--- config.mk ---
export PLATFORM = sky130hd
export DESIGN_NAME = cmp_result_monitor
export DESIGN_NICKNAME = d
export VERILOG_FILES = /design/src/rtl/cmp_result_monitor.sv
export SDC_FILE = /design/constraint.sdc
export NUM_CORES = 1
export LEC_CHECK = 0
export CAP_MARGIN = 20
export CORE_ASPECT_RATIO = 1.25
export CORE_MARGIN = 2
export CORE_UTILIZATION = 56
export CTS_CLUSTER_SIZE = 8
export DETAILED_ROUTE_END_ITERATION = 7
export PLACE_DENSITY = 0.84
export SLEW_MARGIN = 20
export SYNTH_ARGS = -nofsm -noshare
export SYNTH_HDL_FRONTEND = slang
export SYNTH_SLANG_ARGS = --single-unit
--- constraint.sdc ---
create_clock -name clk -period 5.9 [get_ports clk]
set_clock_uncertainty 0.15 [all_clocks]
set_input_delay 1.18 -clock clk [delete_from_list [all_inputs] [get_ports clk]]
set_output_delay 1.18 -clock clk [all_outputs]
set_load 0.02 [all_outputs]
--- src/rtl/cmp_result_monitor.sv ---
// Scoreboard front-end for the 4-bit comparator: registers each valid {Y2,Y1,Y0}
// result, tracks the last legal outcome, counts outcomes and flags equal runs / illegal flags.
module cmp_result_monitor #(
    parameter int CNT_W   = 8,
    parameter int RUN_LEN = 3
) (
    input  logic             clk,
    input  logic             rst_n,
    input  logic             in_valid,
    input  logic             Y0,
    input  logic             Y1,
    input  logic             Y2,
    input  logic             clr,
    output logic             out_valid,
    output logic [1:0]       last_res,
    output logic [CNT_W-1:0] gt_cnt,
    output logic [CNT_W-1:0] eq_cnt,
    output logic [CNT_W-1:0] lt_cnt,
    output logic             eq_run,
    output logic             err
);

    if (RUN_LEN < 2 || RUN_LEN > 255) begin : g_bad_run_len
        $error("cmp_result_monitor: RUN_LEN must be in 2..255");
    end

    // State encoding doubles as the last_res output code.
    typedef enum logic [1:0] {
        S_NONE = 2'b00,
        S_LT   = 2'b01,
        S_EQ   = 2'b10,
        S_GT   = 2'b11
    } state_t;

    localparam logic [CNT_W-1:0] CNT_ONE = {{(CNT_W-1){1'b0}}, 1'b1};
    localparam logic [CNT_W-1:0] CNT_MAX = {CNT_W{1'b1}};
    localparam logic [7:0]       RUN_THR = 8'(RUN_LEN);
    localparam logic [7:0]       RUN_MAX = 8'hFF;

    state_t           state_q, state_d;
    logic [CNT_W-1:0] gt_cnt_q, gt_cnt_d;
    logic [CNT_W-1:0] eq_cnt_q, eq_cnt_d;
    logic [CNT_W-1:0] lt_cnt_q, lt_cnt_d;
    logic [7:0]       run_q, run_d;
    logic             out_valid_q, out_valid_d;
    logic             eq_run_q, eq_run_d;
    logic             err_q, err_d;

    logic [2:0] flags;
    logic       is_gt, is_eq, is_lt;
    logic       accept, legal;

    assign flags  = {Y2, Y1, Y0};
    assign is_gt  = (flags == 3'b100);
    assign is_eq  = (flags == 3'b010);
    assign is_lt  = (flags == 3'b001);
    // clr outranks a sample presented in the same cycle.
    assign accept = in_valid && !clr;
    assign legal  = is_gt || is_eq || is_lt;

    // FSM: next state is simply the class of the latest legal sample.
    always_comb begin
        // NOTE: every always_comb output gets a default first so no path leaves it unassigned (no latch).
        state_d = state_q;
        if (clr) begin
            state_d = S_NONE;
        end else if (accept) begin
            if (is_gt)      state_d = S_GT;
            else if (is_eq) state_d = S_EQ;
            else if (is_lt) state_d = S_LT;
        end
    end

    always_ff @(posedge clk or negedge rst_n) begin
        if (!rst_n) begin
            // NOTE: sequential state uses <= so every flop samples pre-edge values, independent of block order.
            state_q <= S_NONE;
        end else begin
            state_q <= state_d;
        end
    end

    always_comb begin
        gt_cnt_d    = gt_cnt_q;
        eq_cnt_d    = eq_cnt_q;
        lt_cnt_d    = lt_cnt_q;
        run_d       = run_q;
        err_d       = err_q;
        out_valid_d = accept;

        if (clr) begin
            gt_cnt_d = '0;
            eq_cnt_d = '0;
            lt_cnt_d = '0;
            run_d    = '0;
            err_d    = 1'b0;
        end else if (accept) begin
            if (!legal) begin
                err_d = 1'b1;
                run_d = '0;
            end else if (is_eq) begin
                if (eq_cnt_q != CNT_MAX) eq_cnt_d = eq_cnt_q + CNT_ONE;
                if (run_q != RUN_MAX)    run_d    = run_q + 8'd1;
            end else begin
                run_d = '0;
                if (is_gt && gt_cnt_q != CNT_MAX) gt_cnt_d = gt_cnt_q + CNT_ONE;
                if (is_lt && lt_cnt_q != CNT_MAX) lt_cnt_d = lt_cnt_q + CNT_ONE;
            end
        end

        // Judged on the updated run length so the flag rises with the RUN_LEN-th count.
        eq_run_d = (run_d >= RUN_THR);
    end

    always_ff @(posedge clk or negedge rst_n) begin
        if (!rst_n) begin
            gt_cnt_q    <= '0;
            eq_cnt_q    <= '0;
            lt_cnt_q    <= '0;
            run_q       <= '0;
            out_valid_q <= 1'b0;
            eq_run_q    <= 1'b0;
            err_q       <= 1'b0;
        end else begin
            gt_cnt_q    <= gt_cnt_d;
            eq_cnt_q    <= eq_cnt_d;
            lt_cnt_q    <= lt_cnt_d;
            run_q       <= run_d;
            out_valid_q <= out_valid_d;
            eq_run_q    <= eq_run_d;
            err_q       <= err_d;
        end
    end

    assign out_valid = out_valid_q;
    assign last_res  = state_q;
    assign gt_cnt    = gt_cnt_q;
    assign eq_cnt    = eq_cnt_q;
    assign lt_cnt    = lt_cnt_q;
    assign eq_run    = eq_run_q;
    assign err       = err_q;

endmodule

=== Word level (Yosys, flattened, before mapping) ===
Index checks and enable logic that the tools add are counted.
W data, S select, Z words.

* Bits in registers: 37
* Bits in latches: 0
* Bits in writable memories: 0
* Bits in read-only memories: 0
* Input bits: 7
* Output and inout bits: 29
* Logic and storage cells: 68
* Memories kept: 0

* Add/subtract/negate cells: 4
* $mul: 0
* Div/mod/pow operators: 0
* Magnitude comparators: 1
* Equality and inequality tests: 9
* Shift operators: 0
* Multiplexer cells: 28
* Bitwise logic cells: 0
* Reductions and logical operators: 18

{| class="wikitable"
|+ Operator list
! operator !! number
|-
| $mux W8 || 20
|-
| $add A8 B1 Y8 const B || 4
|-
| $ne A8 B8 Y1 const B || 4
|-
| $reduce_and A4 Y1 || 3
|-
| $reduce_bool A2 Y1 || 6
|-
| $mux W2 || 5
|-
| $ge A8 B2 Y1 const B || 1
|-
| $ne A2 B2 Y1 const B || 2
|-
| $reduce_and A2 Y1 || 2
|-
| $reduce_bool A4 Y1 || 1
|-
| $eq A3 B1 Y1 const B || 1
|-
| $eq A3 B2 Y1 const B || 1
|-
| $eq A3 B3 Y1 const B || 1
|-
| $logic_and A1 B1 Y1 || 3
|-
| $mux W1 || 3
|-
| $logic_or A1 B1 Y1 || 2
|-
| $logic_not A1 Y1 || 1
|}

=== Longest topological paths before layout ===
Gate-level depths: netlist of run 1.

* Word-level depth: 7
* Mapped depth: 7
* Gate-level depth less buffers: 6

=== Worst setup path before layout of run 1 ===
OpenSTA, ideal clock, no wires.

* Kind: input -> register
* Start: in in_valid
* End: reg eq_run_q (netlist: eq_run)
* Setup time: 0.129 ns
* Data arrival time: 2.593 ns
* Data required time: 5.621 ns
* Setup slack: 3.028 ns
* Stages: 6
* Buffers on the path: 1
* Cells stage by stage: buf_4 > nor2b_1 > nand3_2 > xnor2_1 > a2111o_1 > a2111o_1

* Word-level cells in the longest chain between the ends: 4

{| class="wikitable"
|+ RTL lines
! what !! line !! source
|-
| from (decl) || 9 || <nowiki>input logic in_valid,</nowiki>
|-
| $logic_and A1 B1 Y1 || 58 || <nowiki>assign accept = in_valid && !clr;</nowiki>
|-
| named net accept || 51 || <nowiki>logic accept, legal;</nowiki>
|-
| $mux W8 || 97 || <nowiki>end else if (accept) begin</nowiki>
|-
| $mux W8 || 91 || <nowiki>if (clr) begin</nowiki>
|-
| $ge A8 B2 Y1 || 112 || <nowiki>eq_run_d = (run_d >= RUN_THR);</nowiki>
|-
| named net eq_run_d || 46 || <nowiki>logic eq_run_q, eq_run_d;</nowiki>
|-
| to (signal assigned) || 130 || <nowiki>eq_run_q <= eq_run_d;</nowiki>
|-
| to (decl) || 46 ||
|}

The timed path passes the listed nets, and every way through them passes these cells.
A chain may end at the register's enable or synchronous reset.

=== Final worst setup path of run 1 ===
Same ends and word-level chain as after synthesis.

==> results, run 1 <==
- The share of the Yosys chip area taken by registers is 46.5%.
- For this run, the top clock speed supported by timing is 282 MHz.
- The total of endpoints with negative setup slack in the final report is 0.
- The summed negative setup slack over all endpoints is 0 ns.
- The maximum number of pins on one net before global-route repair is 38.
- The initial antenna violation count is 0.
- From synthesis to final layout, the design area changed by 21.9%.
- The portion of the clock cycle consumed by the worst path in the final layout is 60.0%.
- The gate count after technology mapping is 196.
- Counting flops with a built-in enable in the synthesized netlist gives 0.
- The later-pin clock latency in the skew report is 0.29 ns.
- The power share of the sequential group is 55.2%.
- The element type at the critical path start is an input pin.
- 0 antenna diodes ended up in the layout.
- The post-route DRC violation count is 0.
- The die is 70.6 um tall.
- The measured slew at the worst slew-check pin is 0.817 ns.
- The count of pins over their slew limit is 0.
- The floorplan die area is 4050 um^2.
- A synthesized cell averages 10.2 um^2.
- The final hold violation count is 0.
- The Yosys step of the flow raised 0 warnings.
- Routability-driven placement finished with a final weighted congestion of 0.849.
- The placeable core region is 3450 um^2.
- Across the whole layout, storage elements account for 926 um^2.
- The number of iterations in the first detailed-routing pass is 4.
- The type of the tightest min-delay check is flip-flop to flip-flop.
- The post-route netlist has 7.39% of its cells at a drive strength greater than 1.
- For this run, asynchronously set or reset flops after synthesis account for 100%.
- The count of hold-fix buffers inserted at cts is 0.
- At the worst endpoint, the required time is 5.93 ns.
- The estimated wirelength of the detail-placed design is 2780 um.
- In this run the count of I/O pins placed on the die edge is 36.
- After clock tree synthesis, the setup repair step added 0 buffers.
- CTS placed an instance of sky130_fd_sc_hd__clkbuf_8 at the clock tree root.
- The routed via count divided by cell count is 6.08.
- Setup repair after global routing left no endpoint under its margin.
- The via count is 1636.
- In the global route stage, overall resource usage came out at 22.5%.
- The number of distinct library cells after synthesis is 47.
- The minimum setup slack in the final design is 2.36 ns.
- The via count of the first global-routing pass was 1580.
- The critical path class is input pin to flip-flop.
- The data arrival time of the critical path is 3.57 ns.
- The mean routed wirelength per cell is 15.4 um.
- The number of max-cap violations is 0.
- Buffers inserted during clock tree synthesis total 5.
- The initial utilization of the core area, before any placement, comes to 57.6%.
- The post-synthesis net count is 207.
- The smallest hold slack is 0.364 ns.
- The number of design-rule violations left by the first detailed-router iteration is 72.
- The H-tree generated during clock tree synthesis spans 2 levels.
- The clock drives 37 sinks.
- The layout has 268 filler cells.
- The total power density per cell area is 194 nW/um^2.
- Cell internal power was estimated by the tool at 355 uW.
- Among all flip-flop cells after synthesis, the most frequent one is sky130_fd_sc_hd__dfrtp_1.
- The net switching power is 115 uW.
- On the critical path, the stage with the largest delay is an instance of sky130_fd_sc_hd__clkdlybuf4s50_1.
- In this run the tool buffered the top-level ports with 35 buffer cells.
- Synthesis inferred 37 register bits.
- The worst slack at placement is 2.07 ns.
- Of all nets on the critical path, the largest fanout is 20.
- The number of standard-cell rows in the floorplan is 24.
- The remaining max-slew budget at the tightest pin is 45.6%.
- The first global-routing pass estimated 7170 um of wire.
- The shortest clock period the worst path allows after layout is 3.54 ns.
- Across the VDD grid, the largest voltage drop is 0.182 mV.
- The most frequent cell on the critical path is sky130_fd_sc_hd__a2111o_1.
- The count of nets left with antenna violations once routing finished came out at 0.
- TritonCTS built the clock tree.
- Of the total power, the share spent switching nets is 24.5%.
- The clock transition at the registers of the reported paths is 0.07 ns.
- The delay of the slowest cell on the worst path is 0.91 ns.
- In this run the static leakage power is 0.00101 uW.
- The mapped netlist covers 1990 um^2.
- The post-cts gate resize count is 0.
- After global routing the overflow that remains totals 0.
- Combinational logic burns 8.2% of the power.
- Walking the worst path, the cells encountered are clkdlybuf4s50_1 > nor2b_1 > nand3_2 > xnor2_1 > a2111o_1 > a2111o_1.
- The clock share of power is 36.6%.
- Summing all multi-input logic gate instances after layout gives 1000 um^2.
- The number of buffers between clock root and the deepest sink is 2.
- The routed design has 4140 um of wire.
- At the end of the flow, the number of nets in the layout was 240.
- The flow ran to the end, and the final reports show no timing, DRC or antenna violations.
- The worst setup path is captured at a flip-flop.
- The die is 57.3 um wide.
[sequential cells by signal, indices dropped and copies added (netlist names)]
signal     count
err            1
eq_cnt         8
gt_cnt         8
run_q          8
lt_cnt         8
out_valid      1
eq_run         1
last_res       2
[stage by stage]
step                      instance area, um^2  std cells  power, uW  util, %
after floorplan                          1990        196        286        -
after global placement                   2340        261        302     67.9
after detailed placement                 2340        261        303     67.9
after CTS                                2420        269        473     70.2
after global routing                     2420        269        488     70.2
final                                    2420        269        469     70.2
[critical path, delay by kind of cell]
| kind | cells | cell delay [ns] |
|---|---|---|
| compound gates | 2 | 0.79 |
| xor+xnor | 1 | 0.15 |
| buf+inv | 1 | 0.91 |
| simple gates | 2 | 0.53 |
[cells in the mapped netlist, drive strengths merged, types with 3 or more instances]
| master | instances | area [um^2] |
|---|---|---|
| o211ai | 4 | 30.0 |
| nand2 | 10 | 37.5 |
| clkbuf | 4 | 15.0 |
| xnor2 | 6 | 52.6 |
| nand4 | 12 | 81.3 |
| a21oi | 6 | 30.0 |
| nor2 | 28 | 105 |
| a211oi | 3 | 27.5 |
| nand3 | 5 | 30.0 |
| o21ai | 7 | 35.0 |
| inv | 4 | 15.0 |
| o2111ai | 3 | 26.3 |
| xor2 | 18 | 158 |
| and4 | 4 | 37.5 |
| ha | 4 | 50.1 |
| and3 | 6 | 42.5 |
| dfrtp | 37 | 926 |
| buf | 6 | 31.3 |
[final cells by class]
type | count | share of cell area (%)
Clock buffer | 8 | 3.30
Multi-Input combinational cell | 145 | 41.3
Sequential cell | 37 | 38.2
Timing Repair Buffer | 36 | 14.6
Tap cell | 39 | 2.01
Inverter | 4 | 0.619
[cell usage in the layout (no fill, tap or decap), drive strengths merged, types with 6 or more instances in the layout]
cell type      instances
dfrtp                 37
nand4                 12
nand2                 10
o21ai                  7
xnor2                  6
a21oi                  6
and3                   6
clkbuf                 8
clkdlybuf4s50         34
nor2                  28
xor2                  18
[power by group through the flow]
stage	Clock [uW]	Sequential [uW]	Combinational (uW)
after floorplan	0	266	19.8
after global placement	0	264	38.3
after detailed placement	0	264	38.8
after CTS	175	259	38.9
after global routing	186	259	42.9
final	172	259	38.5
[path summary, 6_finish.rpt]
kind                                from  depth (start not counted)   endpoint  slack (ns)
worst max-delay path            in_valid                          6     eq_run        2.36
worst max register to register  run_q[0]                          6     eq_run        3.66
max in group asynchronous          rst_n                          1  eq_cnt[7]        4.25
min in group asynchronous          rst_n                          1  lt_cnt[3]        0.82
worst min-delay path                 err                          2        err        0.36
worst min register to register       err                          2        err        0.36
[routing by layer]
metal  global-route usage, %  share of wire (%)  vias up
li1                        -                  -      778
met1                    29.0                 43      810
met2                    36.4                 50       43
met3                    6.40                5.8        5
met4                    7.49                1.3        0
met5                       0                  0        -
[cell families (layout without fill, tap and decap cells)]
logic type	after synthesis	after routing	synth area share [%]
compound gates	36	36	14.4
xor+xnor	24	24	10.6
fa+ha+maj	4	4	2.52
buf+inv	14	48	3.08
flops	37	37	46.5
mux	2	2	1.01
simple gates	79	79	21.9
Note: power is estimated with default switching activity, not from simulation.
==> run 2: changes to the inputs <==
--- a/config.mk
+++ b/config.mk
@@ -8,10 +8,10 @@
 export CAP_MARGIN = 20
 export CORE_ASPECT_RATIO = 1.25
 export CORE_MARGIN = 2
-export CORE_UTILIZATION = 56
+export CORE_UTILIZATION = 52
 export CTS_CLUSTER_SIZE = 8
 export DETAILED_ROUTE_END_ITERATION = 7
-export PLACE_DENSITY = 0.84
+export PLACE_DENSITY = 0.79
 export SLEW_MARGIN = 20
 export SYNTH_ARGS = -nofsm -noshare
 export SYNTH_HDL_FRONTEND = slang
==> constraint.sdc (replaced) <==
create_clock -name clk -period 3.6 [get_ports clk]
set_clock_uncertainty 0.15 [all_clocks]
set_input_delay 0.72 -clock clk [delete_from_list [all_inputs] [get_ports clk]]
set_output_delay 0.72 -clock clk [all_outputs]
set_load 0.02 [all_outputs]
==> run 2 against run 1 <==
Against the previous run:
- highest routed layer unchanged
- die area is 7.2% higher
- routed wire length is 0.82% higher
- worst hold slack worse by 0.0057 ns
- cell count is 1.1% higher
- largest power group unchanged
- sequential power is 64% higher
- cell area is 1.4% higher
- flip-flop and latch count stayed put
- critical endpoint unchanged
- combinational power is 72% higher
==> results, run 2 (same netlist as run 1, synthesis figures left out) <==
- The post-cts gate resize count came to 0 (unchanged).
- The final standard cell area without fillers is 2460 um^2 (+1.4%).
- The number of buffers between clock root and the deepest sink is 2 (unchanged).
- The highest clock rate is 377 MHz.
- In the layout the commonest cells are 37 x sky130_fd_sc_hd__dfrtp_1, 35 x sky130_fd_sc_hd__clkdlybuf4s50_1, 28 x sky130_fd_sc_hd__nor2_1, 18 x sky130_fd_sc_hd__xor2_1, 11 x sky130_fd_sc_hd__nand4_1.
- The portion of the clock cycle consumed by the worst path in the final layout is 73.8%.
- The overall track demand over capacity in global routing is 20.9% (-1.5 points).
- The vertical extent of the die came to 73.2 um (+3.6%).
- The initial antenna violation count is 0 (unchanged).
- The number of iterations in the first detailed-routing pass is 5 (+1).
- The placeable core region came to 3720 um^2 (+7.8%).
- The net switching power is 178 uW (+55%).
- The final hold violation count is 0 (unchanged).
- The via count of the first global-routing pass came to 1562 (-1.1%).
- The maximum number of pins on one net before global-route repair was 38 (unchanged).
- The clock share of power was 36.8% (+0.2 points).
- Setup repair after global routing left no endpoint under its margin.
- The number of buffers added on ports came to 35 (unchanged).
- The endpoint identified for the worst register-to-register timing path is eq_run.
- The placer's final routability congestion estimate is 0.842 (-0.80%).
- The element type at the critical path start is an input pin.
- The area after detailed placement came to 2370 um^2 (+1.2%).
- The later-pin clock latency in the skew report was 0.28 ns (about the same).
- The setup slack on the worst flop-to-flop path was 1.35 ns (-2.31 ns).
- The smallest hold slack is 0.358 ns (-0.00568 ns).
- From synthesis to final layout, the design area changed by 23.6%.
- The minimum setup slack in the final design came to 0.944 ns (-1.41 ns).
- The number of sinks driven by the clock tree is 37 (unchanged).
- In this run the most critical hold path is launched from err.
- The clock transition at the registers of the reported paths came to 0.07 ns (about the same).
- Leaving out fill and tap cells, the most frequent cell in the layout is sky130_fd_sc_hd__dfrtp_1.
- The first-pass GRT wire length is 6970 um (-2.8%).
- The total power density per cell area is 315 nW/um^2 (+63%).
- The worst register-to-register path begins at run_q[0].
- The summed negative setup slack over all endpoints is 0 ns (unchanged).
- The share of final-layout standard cells stronger than drive strength 1 came to 8.62% (+1.2 points).
- Traced cell by cell, the critical path runs through clkdlybuf4s50_1 > or3b_1 > o21ai_0 > and3_4 > a2111o_1 > a2111o_1.
- The count of pins over their slew limit is 0 (unchanged).
- The measured slew at the worst slew-check pin is 0.454 ns (-0.362 ns).
- The total CTS buffers is 5 (unchanged).
- The depth of the most critical reg-to-reg path is 6 (unchanged).
- The number of design-rule violations left by the first detailed-router iteration is 44 (-39%).
- The final cell count without fillers is 272 (+1.1%).
- The path with the worst hold slack has its endpoint at err.
- The remaining max-slew budget at the tightest pin is 69.7% (+24 points).
- The setup fix buffers added after clock tree synthesis is 0 (unchanged).
- The internal portion of total power is 598 uW (+69%).
- The estimated wirelength of the detail-placed design was 2940 um (+5.5%).
- The die outline width is 59.3 um (+3.5%).
- The initial cell density of the core is 53.4% (-4.2 points).
- The run finished with clean final reports.
- The floorplan die area is 4340 um^2 (+7.2%).
- The number of I/O pins was 36 (unchanged).
- The number of max-cap violations was 0 (unchanged).
- The shortest clock period the worst path allows after layout is 2.66 ns.
- The critical path's slowest cell is sky130_fd_sc_hd__clkdlybuf4s50_1.
- The via count came to 1639 (+0.18%).
- The number of nets at the end of the flow is 243 (+1.3%).
- The critical path in this run is classified as input pin to flip-flop.
- The remaining antenna violation count is 0 (unchanged).
- The aggregate global routing overflow came to 0 (unchanged).
- The cell depth of the worst min-delay path came to 2 (unchanged).
- The power share of the sequential group came to 54.7% (-0.5 points).
- In this run the worst hold path is classified as flip-flop to flip-flop.
- The count of hold-fix buffers inserted at cts is 0 (unchanged).
- The data required time at the worst endpoint is 3.62 ns (-2.31 ns).
- The count of placed standard cells including taps is 265 (+1.5%).
- The most frequent cell on the critical path is sky130_fd_sc_hd__a2111o_1.
- The routed via count divided by cell count was 6.03 (-0.92%).
- The leakage power is 0.00103 uW (+1.9%).
- The capturing element type of the critical path is a flip-flop.
- The post-route DRC violation count is 0 (unchanged).
- The worst slack at placement came to 0.646 ns (-1.43 ns).
- The library cell used as clock root buffer is sky130_fd_sc_hd__clkbuf_8.
- The total of endpoints with negative setup slack in the final report is 0 (unchanged).
- The data arrival time of the critical path is 2.67 ns (-0.90 ns).
- The combinational share of power is 8.5% (+0.3 points).
- The number of standard-cell rows in the floorplan is 25 (+4.2%).
- The TritonCTS clock tree is yes.
- The detailed-route wire length is 4170 um (+0.82%).
- The number of diodes added for antenna fixing is 0 (unchanged).
- The maximum fanout along the worst path is 10 (-50%).
- The worst voltage drop across the vdd grid is 0.276 mV (+52%).
- The maximum level of the CTS H-tree is 2 (unchanged).
- The fraction of power spent switching nets came to 22.9% (-1.5 points).
- The mean routed wirelength per cell came to 15.3 um (-0.29%).
- The delay of the slowest cell on the worst path is 0.67 ns (-0.24 ns).
- The critical path startpoint is Y2.
==> run 2: changes by cell type in the layout (fill, tap and decap cells not counted), sizes merged <==
cell | before | now
clkdlybuf4s50 | 34 | 35
buf | 2 | 4
clkbuf | 8 | 7
==> run 2: per-stage QoR <==
| stage | total power (uW) | utilization [%] |
|---|---|---|
| final | 776 | 66.1 |
| after floorplan | 469 | - |
| after global placement | 499 | 63.8 |
| after CTS | 782 | 66.1 |
| after detailed placement | 499 | 63.8 |
| after global routing | 813 | 66.1 |
==> run 2: critical path, delay by kind of cell <==
family                 cells  cell delay [ns]
AO/OA/AOI/OAI              3             0.82
buffers and inverters      1             0.67
AND/OR/NAND/NOR            2             0.45
==> run 2: layer usage <==
metal,wire (um),vias to the layer above,GRT usage [%]
met1,1880,814,26.9
met5,0,-,0
met4,38,0,6.31
met3,163,5,5.32
li1,-,786,-
met2,2090,34,34.4
==> run 2: cell type report <==
type	instances	area, um^2
inverter	4	15.0
timing repair buffer	39	380
tap	40	50.0
clock buffer	7	86.3
fill	308	1260
multi-input combinational	145	1000
sequential	37	926
==> run 2: how the worst max path moves through the flow <==
stage,depth (start not counted),to
final,6,eq_run
after global routing,6,eq_run
after CTS,6,eq_run
after detailed placement,6,eq_run
after global placement,6,eq_run
after floorplan,6,eq_run
==> run 2: power by group through the flow <==
stage | clock network [uW] | registers, uW | logic, uW
floorplan | 0 | 437 | 32.5
global placement | 0 | 432 | 66.6
detailed placement | 0 | 432 | 66.9
CTS | 290 | 424 | 67.3
global route | 315 | 425 | 73.2
finish | 285 | 424 | 66.3
